$ cat src/rtl/shift_pkg.sv
// -----------------------------------------------------------------------------
// shift_pkg
// Shared definitions for the universal shift register.
//   shift_mode_t : 3-bit operation select. Encoding 7 is unused and is
//                  treated as HOLD by the register.
// -----------------------------------------------------------------------------
package shift_pkg;

    typedef enum logic [2:0] {
        HOLD  = 3'd0,
        SHR   = 3'd1,
        SHL   = 3'd2,
        LOAD  = 3'd3,
        ROTR  = 3'd4,
        ROTL  = 3'd5,
        CLEAR = 3'd6
    } shift_mode_t;

    // True for the operations that advance the shift counter.
    function automatic logic mode_is_shift(input logic [2:0] m);
        return (m == SHR) || (m == SHL) || (m == ROTR) || (m == ROTL);
    endfunction

endpackage : shift_pkg

$ cat src/rtl/universal_shift_reg.sv
// -----------------------------------------------------------------------------
// universal_shift_reg
// Parametrised universal shift register with parallel load, bidirectional
// shift, rotate, synchronous clear, clock enable and a word counter that
// pulses word_done after every NBITS-th shift/rotate (serialiser /
// deserialiser use).
//
// Ports
//   clk_2       in   divided board clock, rising edge active
//   reset_n     in   asynchronous active-low reset
//   en          in   clock enable, 0 holds every register
//   mode        in   [2:0] operation select (shift_mode_t)
//   ser_in_r    in   bit entering the MSB on shift right
//   ser_in_l    in   bit entering the LSB on shift left
//   par_in      in   [NBITS-1:0] parallel load data
//   q           out  [NBITS-1:0] register contents
//   ser_out_r   out  q[0]
//   ser_out_l   out  q[NBITS-1]
//   shift_count out  [CW-1:0] shifts since last load, clear or word end
//   word_done   out  one-cycle pulse after the NBITS-th shift
// -----------------------------------------------------------------------------
module universal_shift_reg
    import shift_pkg::*;
#(
    parameter int NBITS = 4,
    localparam int CW   = $clog2(NBITS + 1)
) (
    input  logic             clk_2,
    input  logic             reset_n,
    input  logic             en,
    input  logic [2:0]       mode,
    input  logic             ser_in_r,
    input  logic             ser_in_l,
    input  logic [NBITS-1:0] par_in,
    output logic [NBITS-1:0] q,
    output logic             ser_out_r,
    output logic             ser_out_l,
    output logic [CW-1:0]    shift_count,
    output logic             word_done
);

    logic [NBITS-1:0] q_reg;
    logic [NBITS-1:0] q_next;
    logic [CW-1:0]    count_reg;
    logic [CW-1:0]    count_next;
    logic             done_reg;
    logic             done_next;
    logic             is_shift;
    logic [CW-1:0]    count_inc;

    // Data path next state.
    always_comb begin
        q_next = q_reg;
        if (en) begin
            case (mode)
                SHR:     q_next = {ser_in_r, q_reg[NBITS-1:1]};
                SHL:     q_next = {q_reg[NBITS-2:0], ser_in_l};
                LOAD:    q_next = par_in;
                ROTR:    q_next = {q_reg[0], q_reg[NBITS-1:1]};
                ROTL:    q_next = {q_reg[NBITS-2:0], q_reg[NBITS-1]};
                CLEAR:   q_next = '0;
                default: q_next = q_reg;   // HOLD and the unused code 7
            endcase
        end
    end

    // Counter / word-end next state. word_done only ever lasts one cycle,
    // so its default is 0 rather than hold.
    always_comb begin
        is_shift   = mode_is_shift(mode);
        count_inc  = count_reg + CW'(1);
        count_next = count_reg;
        done_next  = 1'b0;
        if (en) begin
            if (is_shift) begin
                if (count_inc == CW'(NBITS)) begin
                    count_next = '0;
                    done_next  = 1'b1;
                end else begin
                    count_next = count_inc;
                end
            end else if ((mode == LOAD) || (mode == CLEAR)) begin
                // A load or clear abandons the partial word, even at NBITS-1.
                count_next = '0;
            end
        end
    end

    always_ff @(posedge clk_2 or negedge reset_n) begin
        if (!reset_n) begin
            q_reg <= '0;
        end else begin
            q_reg <= q_next;
        end
    end

    always_ff @(posedge clk_2 or negedge reset_n) begin
        if (!reset_n) begin
            count_reg <= '0;
            done_reg  <= 1'b0;
        end else begin
            count_reg <= count_next;
            done_reg  <= done_next;
        end
    end

    assign q           = q_reg;
    assign ser_out_r   = q_reg[0];
    assign ser_out_l   = q_reg[NBITS-1];
    assign shift_count = count_reg;
    assign word_done   = done_reg;

endmodule : universal_shift_reg

$ cat config.mk
export PLATFORM = sky130hd
export DESIGN_NAME = universal_shift_reg
export DESIGN_NICKNAME = d
export VERILOG_FILES = /design/src/rtl/shift_pkg.sv /design/src/rtl/universal_shift_reg.sv
export SDC_FILE = /design/constraint.sdc
export NUM_CORES = 1
export LEC_CHECK = 0
export CORE_MARGIN = 5
export CORE_UTILIZATION = 40
export DETAILED_ROUTE_END_ITERATION = 12
export GPL_TIMING_DRIVEN = 0
export PLACE_DENSITY = 0.81
export SLEW_MARGIN = 10
export SYNTH_ARGS = -nofsm -noshare
export SYNTH_HDL_FRONTEND = slang
export SYNTH_SLANG_ARGS = --single-unit
export TNS_END_PERCENT = 20
$ cat constraint.sdc
create_clock -name clk_2 -period 2 [get_ports clk_2]
set_clock_uncertainty 0.1 [all_clocks]
set_input_delay 0.4 -clock clk_2 [delete_from_list [all_inputs] [get_ports clk_2]]
set_output_delay 0.4 -clock clk_2 [all_outputs]
set_load 0.05 [all_outputs]
== Yosys cells after proc, flatten, opt, wreduce, memory -nomap -nowiden ==
Index checks and enable logic that the tools add are counted.
Widths: inputs -> output; s select.
Storage, ports and cells
  register bits after elaboration: 8
  word-level logic and storage cells: 26
  output and inout bits: 10
Operators by class
  eq/ne operators: 7
  add/sub/neg operators: 1
  muxes and demuxes: 7
  reductions and logical operators: 8
Operator list (count)
  $pmux 4 s6: 1
  $eq 3x3->1 const B: 4
  $mux 3: 3
  $eq 3x2->1 const B: 2
  $reduce_bool 6->1: 1
  $logic_or 1x1->1: 4
  $reduce_and 2->1: 2
  $add 3x1->3 const B: 1
  $eq 3x1->1 const B: 1
  $mux 1: 3
  $reduce_bool 2->1: 1

== Longest topological paths before layout ==
Gate-level depths: netlist of the first run.
  depth in word-level cells: 6
  gate-level depth with buffers: 6
  depth with buffers taken out: 5

== Worst setup path after synthesis of the first run ==
OpenSTA, ideal clock, no wires.
  path kind: reg-to-reg
  start point: reg count_reg[0], in the netlist shift_count[0]
  end point: reg count_reg[0], in the netlist shift_count[0]
  period minus slack after synthesis: 1.755 ns
  path slack: 0.245 ns
  path buffers: 0
  cell stages (with the launch flop): 6
  arrival: 1.537 ns
  library setup time: 0.118 ns
  cells stage by stage: dfrtp_1 > ha_1 > nand2b_1 > a21bo_2 > nor3b_1 > a21o_1
Between the ends
  word-level cells in the longest chain between the ends: 4
Ends and longest elaborated chain
  start: declaration: RTL line universal_shift_reg.sv:44  | logic [CW-1:0] count_reg;
  start signal: assignment: RTL line universal_shift_reg.sv:102  | count_reg <= count_next;
  $add 3x1->3 (*): RTL line universal_shift_reg.sv:71  | count_inc = count_reg + CW'(1);
  $eq 3x3->1: RTL line universal_shift_reg.sv:76  | if (count_inc == CW'(NBITS)) begin
  $mux 3 (*): RTL line universal_shift_reg.sv:76
  $mux 3 (*): RTL line universal_shift_reg.sv:75  | if (is_shift) begin
Mark *: on every way between the ends. The rest lies on a longest branch, timed or not.
A chain may end at the register's enable or synchronous reset.

== Worst setup path after layout of the first run ==
  start point: reg q_reg[0], in the netlist q[0]
  end point: out ser_out_r
RTL lines
  start: declaration: RTL line universal_shift_reg.sv:42  | logic [NBITS-1:0] q_reg;
  start signal: assignment: RTL line universal_shift_reg.sv:93  | q_reg <= q_next;
  end: declaration: RTL line universal_shift_reg.sv:36  | output logic ser_out_r,
No word-level cell between the ends.

==> results of run 1 <==
[per-layer routing]
layer | vias up | global-route usage
li1 | 290 | -
met2 | 15 | 0.2174
met4 | 0 | 0.03139
met3 | 2 | 0.05521
met5 | - | 0
met1 | 282 | 0.1369
[layout make-up]
cell class | count | area share
Multi-Input combinational cell | 50 | 0.3888
Timing Repair Buffer | 20 | 0.2489
Sequential cell | 8 | 0.2356
Buffer | 6 | 0.05891
Clock buffer | 3 | 0.02651
Tap cell | 16 | 0.02356
Inverter | 4 | 0.01767
[timing repair]
action | 4_1_cts | 5_1_grt
buffers inserted | 0 | 0
hold buffers | 0 | 0
endpoints found under the setup margin | 2 | 6
endpoints found under the hold margin | 0 | 0
resized for setup | 2 | 6
[stage by stage]
step                hold WS [ns]  worst slack (ns)
finish                    0.3230           0.04637
CTS                       0.3300          0.009570
global route              0.3562          0.002642
global placement          0.4061            0.1071
floorplan               0.004409            0.2446
detailed placement        0.4336           0.05321
[cells by family after synthesis]
logic type,share of synthesized area
buffers and inverters,0.1092
xor gates and xnor gates,0.01471
and+or+nand+nor,0.2101
DFF,0.3361
adders and majority gates,0.04201
AOI/OAI and AO/OA,0.2878
[worst max path at each step]
stage / startpoint / to / slack, ns / cells past startpoint
floorplan: shift_count[0] / shift_count[0] / 0.24 / 5
global placement: mode[1] / shift_count[0] / 0.11 / 5
detailed placement: mode[0] / q[1] / 0.05 / 6
CTS: q[2] / q[2] / 0.01 / 1
global route: q[0] / ser_out_r / 0.003 / 1
finish: q[0] / ser_out_r / 0.05 / 1
[power groups by stage]
stage	Sequential, uW	Combinational [uW]	Clock [uW]
final	236	400	119
after global routing	244	422	138
after CTS	236	405	126
after detailed placement	239	408	0
after global placement	236	398	0
after floorplan	356	148	0
[placed cells by master, fill, tap and decap left out, types with 2 or more instances in the layout]
master	Yosys	final
ha_1	2	2
clkdlybuf4s50_1	0	12
nand3_1	2	2
a32oi_1	3	3
nor3b_1	2	2
nand2_1	6	6
buf_6	2	2
a21oi_1	6	6
nand2b_1	2	2
dlymetal6s2s_1	0	6
o21ai_0	9	9
nor2_1	5	5
buf_4	3	4
dfrtp_1	8	8
inv_1	4	4
a21o_1	2	2
clkbuf_4	0	3
==> summary.md, run 1 <==
| Metric | Value |
|---|---|
| Status | complete, no violations |
| CTS sink cnt | 8 |
| Syn Area/Cell | about 8.8 sq um |
| Initial Util | 0.4096 |
| Slew headroom | 0.6530 |
| CTS tree | yes |
| Worst hold path class | input port to asynchronous set/reset pin |
| FF-to-FF path depth | 5 |
| Leading register cell type out of synthesis | dfrtp_1 |
| Rows | 14 |
| Unrepaired setup endpoints after global routing | false |
| Core area | 1454 sq um |
| Synth warn | 0 |
| RR Startpoint | shift_count[0] |
| Cell class contributing the biggest share of worst-path delay | buffers and inverters |
| Int Pwr | roughly 410 uW |
| Fin. max-slew vios | 0 |
| # setup viols final | 0 |
| CTS Buf Count | 3 |
| Final hold vios | 0 |
| DR WL met3 | around 70 microns |
| Largest net degree at the start of global routing | 11 |
| Fin crit share | 0.9768 |
| Setup TNS | 0 ns |
| M1 WL | slightly below 600 microns |
| Multi-input logic area | 330.3 sq um |
| Unique masters post-synth | 26 |
| CP peak stage delay | 0.82 ns |
| Switch Pwr | 339.3 uW |
| Critical Path AT | between 1 and 1.5 ns |
| First-pass GRT wire length | 2408 microns |
| Critical Path Fanout Max | 4 |
| Clk_lat worst skew | 0.25 ns |
| Fin util | 0.5843 |
| Biggest area consumer among synthesized cells | dfrtp_1 |
| Clock power frac | 0.158 |
| Final min period | between 1.5 and 2 ns |
| Synth cell count leaders | o21ai_0, dfrtp_1, a21oi_1, nand2_1, nor2_1 |
| Pwr Total | 754.1 uW |
| Post-route ant nets | 0 |
| Area growth syn-to-layout | 42.65% |
| Io pins | 22 |
| Worst IR Drop VDD | 0.0005174 V |
| Die Area | roughly 2400 sq um |
| R2R setup slack | 0.48 ns |
| Mapped Area | 595.6 sq um |
| Post-synth EDFFs | 0 |
| GRT Total Usage | 0.1249 |
| CP Buf/Inv Count | 1 |
| Top cells by area, synth | dfrtp_1, o21ai_0, a21oi_1 |
| Post-synthesis register bit count | 8 |
| Non-filler cells, final | 107 |
| Max reg flops | 4 |
| Register area share after synthesis | 0.3361 |
| Die width | 48.59 microns |
| CTS H-Tree Depth | 1 |
| Dpl cell area | 815.8 sq um |
| Residual DRC | 0 |
| Final Cell Area | about 850 sq um |
| Die height | 48.59 microns |
| Fill count | 126 |
| WL/cell | approximately 13 microns |
| Pwr Density | 887.6 nW/um^2 |
| Placed Cells | 104 |
| Worst-Margin Slew | 0.5196 ns |
| Sequential cell area | 200.2 sq um |
| Leakage | 0.0004360 uW |
| GRT overflow | 0 |
| Reg clk slew, reported paths | 0.05 ns |
| Antenna Cells | 0 |
| Met2 WL | roughly 760 microns |
| Vias | approximately 600 |
| Syn nets | 82 |
| Max-Cap Viols | 0 |
| Number of vias per cell | 5.505 |
| CP Cell Sequence | clkdlybuf4s50_1 |
| Startpoint class of the critical path | flip-flop |
| Routed WL | 1432 microns |
| Share of power burned in registers | 0.312 |
| Count leader, synth | o21ai_0 |
| Port buffer count | 20 |
| CTS root buffer | clkbuf_4 |
| Share of cells above drive strength 1 | 0.1758 |
| Asr flop ratio synth | 1.000 |
| Vias in the first global route | 576 |
| Reg2reg end | shift_count[0] |
| Switch share | 0.4500 |
| Initial antenna violation count | 0 |
| Critical path capture point type | primary output |
| Slowest cell on the critical path | clkdlybuf4s50_1 |
| Logic pwr share | 0.530 |
| Area share of the largest cell type after synthesis | 0.3361 |
| Max layer used | met4 |
| Synthesized instance count | 68 |
| First-pass DRT Iterations | 4 |
| DP HPWL | 1138 microns |
| Gpl congestion | 0.8582 |
| Nets | 107 |
| Drt initial violations | 12 |
| WP data required | roughly 1.5 ns |
| Clock buffer depth | 2 |
| Max Clk Rate | 511.9 MHz |
| Crit Path Class | flip-flop to primary output |
Note: power is estimated with default switching activity, not from simulation.
==> inputs of run 2 (changes only) <==
Settings changed: GPL_ROUTABILITY_DRIVEN from default to 0, GPL_TIMING_DRIVEN 0 to 1, PLACE_DENSITY 0.81 to 0.73.
==> run 2 against run 1 <==
Net effect: global-route usage decreased by 1.3 points; flip-flop and latch count unchanged; sequential share of layout area increased by 1.1 points; critical path type unchanged; largest cell class unchanged.
==> summary.md, run 2 (synthesis results as in run 1) <==
| Metric | Value |
|---|---|
| Multi-input logic area | 330.3 sq um |
| GRT overflow | 0 |
| Port buffer count | 21 |
| Crit Path Class | flip-flop to primary output |
| Initial Util | 0.4096 |
| Met3 Resource Use GR | 0.04294 |
| Max Clk Rate | 539.5 MHz |
| DP HPWL | 998.6 microns |
| Clk_lat worst skew | 0.25 ns |
| Residual DRC | 0 |
| Vias in the first global route | 474 |
| Share of cells above drive strength 1 | 0.2360 |
| Max reg flops | 4 |
| Hold_buf cts | 0 |
| Max-Cap Viols | 0 |
| CTS Buf Count | 3 |
| First-pass DRT Iterations | 4 |
| Io pins | 22 |
| Unrepaired setup endpoints after global routing | false |
| GRT Total Usage | 0.1120 |
| WP data required | approximately 1.5 ns |
| CTS sink cnt | 8 |
| CTS H-Tree Depth | 1 |
| Critical path capture point type | primary output |
| Post_cts resized | 0 |
| Clock buffer depth | 2 |
| Nets | 105 |
| Critical Path AT | 1.35 ns |
| Global-route track usage on met2 | 0.1630 |
| Area growth syn-to-layout | 36.13% |
| FF-to-FF path depth | 5 |
| Final min period | 1.854 ns |
| Worst IR Drop VDD | ~0.00044 V |
| CTS root buffer | clkbuf_4 |
| CTS tree | yes |
| Cell class contributing the biggest share of worst-path delay | buffers and inverters |
| Die width | 48.59 microns |
| Vias | 577 |
| CP Cell Sequence | clkdlybuf4s50_1 |
| Fill count | 135 |
| Slowest cell on the critical path | clkdlybuf4s50_1 |
| Sequential cell area | 200.2 sq um |
| CP Buf/Inv Count | 1 |
| Largest net degree at the start of global routing | 18 |
| Busiest layer in global routing | met2 |
| Antenna Cells | 0 |
| Drt initial violations | 7 |
| Slew headroom | 0.6731 |
| Die height | 48.59 microns |
| CP Depth | 1 |
| Fin. max-slew vios | 0 |
| First-pass GRT wire length | 2145 microns |
| Worst-Margin Slew | 0.4888 ns |
| Met1 Track Usage GR | 0.1493 |
| Rows | 14 |
| Number of vias per cell | 5.495 |
| R2R setup slack | 0.49 ns |
| Fin crit share | 0.9268 |
| Critical Path Fanout Max | 1 |
| Final Cell Area | 810.8 sq um |
| Commonest non-fill, non-tap cell in the layout | clkdlybuf4s50_1 |
| Die Area | around 2400 sq um |
| Worst hold path class | input port to asynchronous set/reset pin |
| Initial antenna violation count | 0 |
| Pwr Density | approximately 900 nW/um^2 |
| Most frequent cells in the layout | clkdlybuf4s50_1, buf_4, o21ai_0, dfrtp_1 |
| Post-route ant nets | 0 |
| Final hold vios | 0 |
| Setup TNS | 0 ns |
| Leakage | between 0.0003 and 0.0004 uW |
| Reg clk slew, reported paths | 0.05 ns |
| Status | complete, no violations |
| # setup viols final | 0 |
| Dpl cell area | 788.3 sq um |
| Setup bufs post-CTS | 0 |
| Core area | 1454 sq um |
| Routed WL | roughly 1300 microns |
| CP peak stage delay | 0.79 ns |
| WL/cell | 11.90 microns |
| Startpoint class of the critical path | flip-flop |
==> run 2: layer usage <==
layer / wire [microns] / part of all wire / vias up
li1: - / - / 285
met1: 557 / 0.45 / 270
met2: 591 / 0.47 / 22
met3: 101 / 0.081 / 0
met4: 0 / 0 / 0
met5: 0 / 0 / -
==> run 2: worst paths after layout <==
path,end,start
worst min-delay path,q[2],reset_n
worst max-delay path,word_done,word_done
max in group asynchronous,q[0],reset_n
worst max register to register,shift_count[0],shift_count[0]
min in group clk_2,shift_count[2],shift_count[2]
worst min register to register,shift_count[2],shift_count[2]
==> run 2: per-stage QoR <==
step	setup WS [ns]	hold WS [ns]	instances	utilization	total power, uW
final	0.1464	0.3230	105	0.5577	732.2
after global routing	0.09373	0.3526	105	0.5577	785.7
after CTS	0.1267	0.3326	105	0.5577	742.7
after detailed placement	0.1107	0.4204	102	0.5422	619.5
after global placement	0.1434	0.4087	102	0.5422	614.1
after floorplan	0.2446	0.004409	68	-	503.8
==> run 2: final cells by class <==
cell class / count / area share
Multi-Input combinational cell: 50 / 0.4074
Timing Repair Buffer: 24 / 0.2747
Sequential cell: 8 / 0.2469
Clock buffer: 3 / 0.02778
Tap cell: 16 / 0.02469
Inverter: 4 / 0.01852
==> run 2: where the power goes <==
part | switching (uW) | internal, uW
clock | 50.7 | 68.4
combinational | 244 | 134
sequential | 38.8 | 197
total | 333 | 399
==> inputs of run 3 (changes only) <==
Settings changed: ABC_AREA from default to 1, CAP_MARGIN from default to 5, PLACE_DENSITY 0.73 to 0.74.
==> run 3 against run 2 <==
Net effect: non-clock buffer count decreased by 3; worst hold slack improved by 0.0059 ns; wire length increased by 14%; design area decreased by 4.3%; count of clock-buffer cells in the layout unchanged; first-iteration DRC count increased by 86%; fmax decreased by 0.62%; critical path type unchanged; largest power group unchanged.
==> summary.md, run 3 <==
| Metric | Value |
|---|---|
| Status | complete, no violations |
| Count leader, synth | nand2_1 |
| Leakage | roughly 0.0004 uW |
| Rows | 13 |
| Final hold vios | 0 |
| Die height | 47.85 microns |
| Post-synthesis register bit count | 8 |
| Busiest layer in global routing | met2 |
| Routed WL | 1431 microns |
| Biggest area consumer among synthesized cells | dfrtp_1 |
| Multi-input logic area | 324.1 sq um |
| RR Startpoint | shift_count[0] |
| Most frequent cells in the layout | nand2_1, nor2_1, clkdlybuf4s50_1, nand3_1, buf_4 |
| Initial antenna violation count | 0 |
| Crit Path Class | flip-flop to primary output |
| Slew headroom | 0.6641 |
| Unique masters post-synth | 14 |
| Largest net degree at the start of global routing | 9 |
| Slowest cell on the critical path | clkdlybuf4s50_1 |
| Max reg flops | 4 |
| Area share of the largest cell type after synthesis | 0.3493 |
| Post_cts resized | 0 |
| CP Buf/Inv Count | 1 |
| Area growth syn-to-layout | 35.37% |
| Number of vias per cell | around 4.9 |
| Post-route ant nets | 0 |
| CTS sink cnt | 8 |
| Drt initial violations | 13 |
| Reg clk slew, reported paths | 0.06 ns |
| Core area | approximately 1300 sq um |
| Int Pwr | 394.1 uW |
| Synth cell count leaders | nand2_1, nor2_1, nand3_1 |
| Nets | 122 |
| Pwr Total | 759.5 uW |
| Switch Pwr | approximately 370 uW |
| Post-synth EDFFs | 0 |
| Leading register cell type out of synthesis | dfrtp_1 |
| Critical Path AT | between 1 and 1.5 ns |
| Met3 Resource Use GR | 0.01504 |
| Clock buffer depth | 2 |
| Io pins | 22 |
| Synth warn | 0 |
| Mapped Area | 573.1 sq um |
| Residual DRC | 0 |
| Final min period | 1.865 ns |
| Top cells by area, synth | dfrtp_1, nand2_1, nor2_1 |
| Unrepaired setup endpoints after global routing | false |
| Logic pwr share | 0.514 |
| Fin crit share | 0.9326 |
| Max Clk Rate | 536.2 MHz |
| Critical Path Fanout Max | 1 |
| Worst-Margin Slew | 0.5022 ns |
| Vias in the first global route | slightly above 500 |
| CP peak stage delay | 0.80 ns |
| Hold_buf cts | 0 |
| WL/cell | 11.83 microns |
| Share of power burned in registers | 0.325 |
| CTS tree | yes |
| Critical path capture point type | primary output |
| First-pass GRT wire length | 2125 microns |
| Vias | 591 |
| CTS Buf Count | 3 |
| Fill count | roughly 140 |
| CP Cell Sequence | clkdlybuf4s50_1 |
| Max-Cap Viols | 0 |
| Placed Cells | 118 |
| Antenna Cells | 0 |
| CTS H-Tree Depth | 1 |
| Sequential cell area | 200.2 sq um |
| Worst IR Drop VDD | 0.0007498 V |
| Register area share after synthesis | 0.3493 |
| Non-filler cells, final | around 120 |
| Die width | 47.85 microns |
| Global-route track usage on met2 | 0.2111 |
| CTS root buffer | clkbuf_4 |
| FF-to-FF path depth | 5 |
| Initial Util | 0.4296 |
| Commonest non-fill, non-tap cell in the layout | nand2_1 |
| Reg2reg end | shift_count[0] |
| Syn nets | between 90 and 100 |
| Pwr Density | 979.0 nW/um^2 |
| Met1 Track Usage GR | 0.1773 |
| Switch share | 0.4810 |
| Syn Area/Cell | 6.742 sq um |
| Die Area | 2290 sq um |
| Port buffer count | 21 |
| Fin. max-slew vios | 0 |
| Setup bufs post-CTS | 0 |
| Clk_lat worst skew | 0.25 ns |
| DP HPWL | 1099 microns |
| Asr flop ratio synth | 1.000 |
| GRT Total Usage | 0.1373 |
| # setup viols final | 0 |
| R2R setup slack | 0.68 ns |
| Worst hold path class | input port to asynchronous set/reset pin |
| First-pass DRT Iterations | 4 |
| Synthesized instance count | 85 |
| WP data required | 1.50 ns |
| Cell class contributing the biggest share of worst-path delay | buffers and inverters |
| Share of cells above drive strength 1 | 0.1698 |
| Startpoint class of the critical path | flip-flop |
| GRT overflow | 0 |
| Clock power frac | 0.160 |
| Setup TNS | 0 ns |
[run 3: changes by cell type in the layout (fill, tap and decap cells not counted), sizes merged, moves of 3 or more]
cell / delta
a21oi: -6
nand3: +5
a32oi: -3
o21ai: -6
nor2: +9
buf: -3
nand2: +30
[run 3: how the worst max path moves through the flow]
| stage | slack (ns) | startpoint | cells past startpoint | to |
|---|---|---|---|---|
| after detailed placement | 0.09 | mode[2] | 8 | q[3] |
| after CTS | 0.12 | word_done | 1 | word_done |
| after global routing | 0.09 | word_done | 1 | word_done |
| final | 0.13 | word_done | 1 | word_done |
| after floorplan | 0.51 | shift_count[0] | 5 | shift_count[0] |
| after global placement | 0.13 | mode[2] | 8 | q[3] |
[run 3: kinds of logic (layout without fill, tap and decap cells)]
| logic type | count (synthesis) | count (layout) | synth area share |
|---|---|---|---|
| and+or+nand+nor | 61 | 61 | 0.4454 |
| buffers and inverters | 9 | 30 | 0.08514 |
| DFF | 8 | 8 | 0.3493 |
| AOI/OAI and AO/OA | 4 | 4 | 0.06115 |
| adders and majority gates | 2 | 2 | 0.04366 |
| xor gates and xnor gates | 1 | 1 | 0.01529 |
[run 3: area by class of cell]
class / count / share of cell area
well taps: 15 / 0.02419
multi-input cells: 68 / 0.4177
flip-flops and latches: 8 / 0.2581
repair buffers: 21 / 0.2419
clock buffers: 3 / 0.02903
inverters: 6 / 0.02903
[run 3: worst reg2reg max path, stage by stage (launching register included)]
cell,delay (ns)
dfrtp_1,0.42
ha_1,0.23
xor2_1,0.20
nand2_1,0.11
nand2_1,0.07
o21ai_0,0.08
[run 3: through the flow]
stage	area (sq um)	hold slack [ns]	setup slack (ns)	util
2_1_floorplan	573.1	0.004409	0.5083	-
3_3_place_gp	753.2	0.4122	0.1340	0.5647
3_5_place_dp	753.2	0.4342	0.09330	0.5647
4_1_cts	775.7	0.3330	0.1165	0.5816
5_1_grt	775.7	0.3521	0.09466	0.5816
6_report	775.7	0.3288	0.1349	0.5816
[run 3: power groups by stage]
stage	sequential, uW	clock (uW)	combinational, uW
floorplan	375	0	143
global placement	247	0	386
detailed placement	248	0	391
CTS	247	128	394
global route	254	137	417
finish	247	122	390
[run 3: metal layers]
layer  share of wire  vias to the layer above
met2            0.43                       20
met4          0.0063                        0
li1                -                      311
met1            0.48                      258
met3           0.084                        2
met5               0                        -
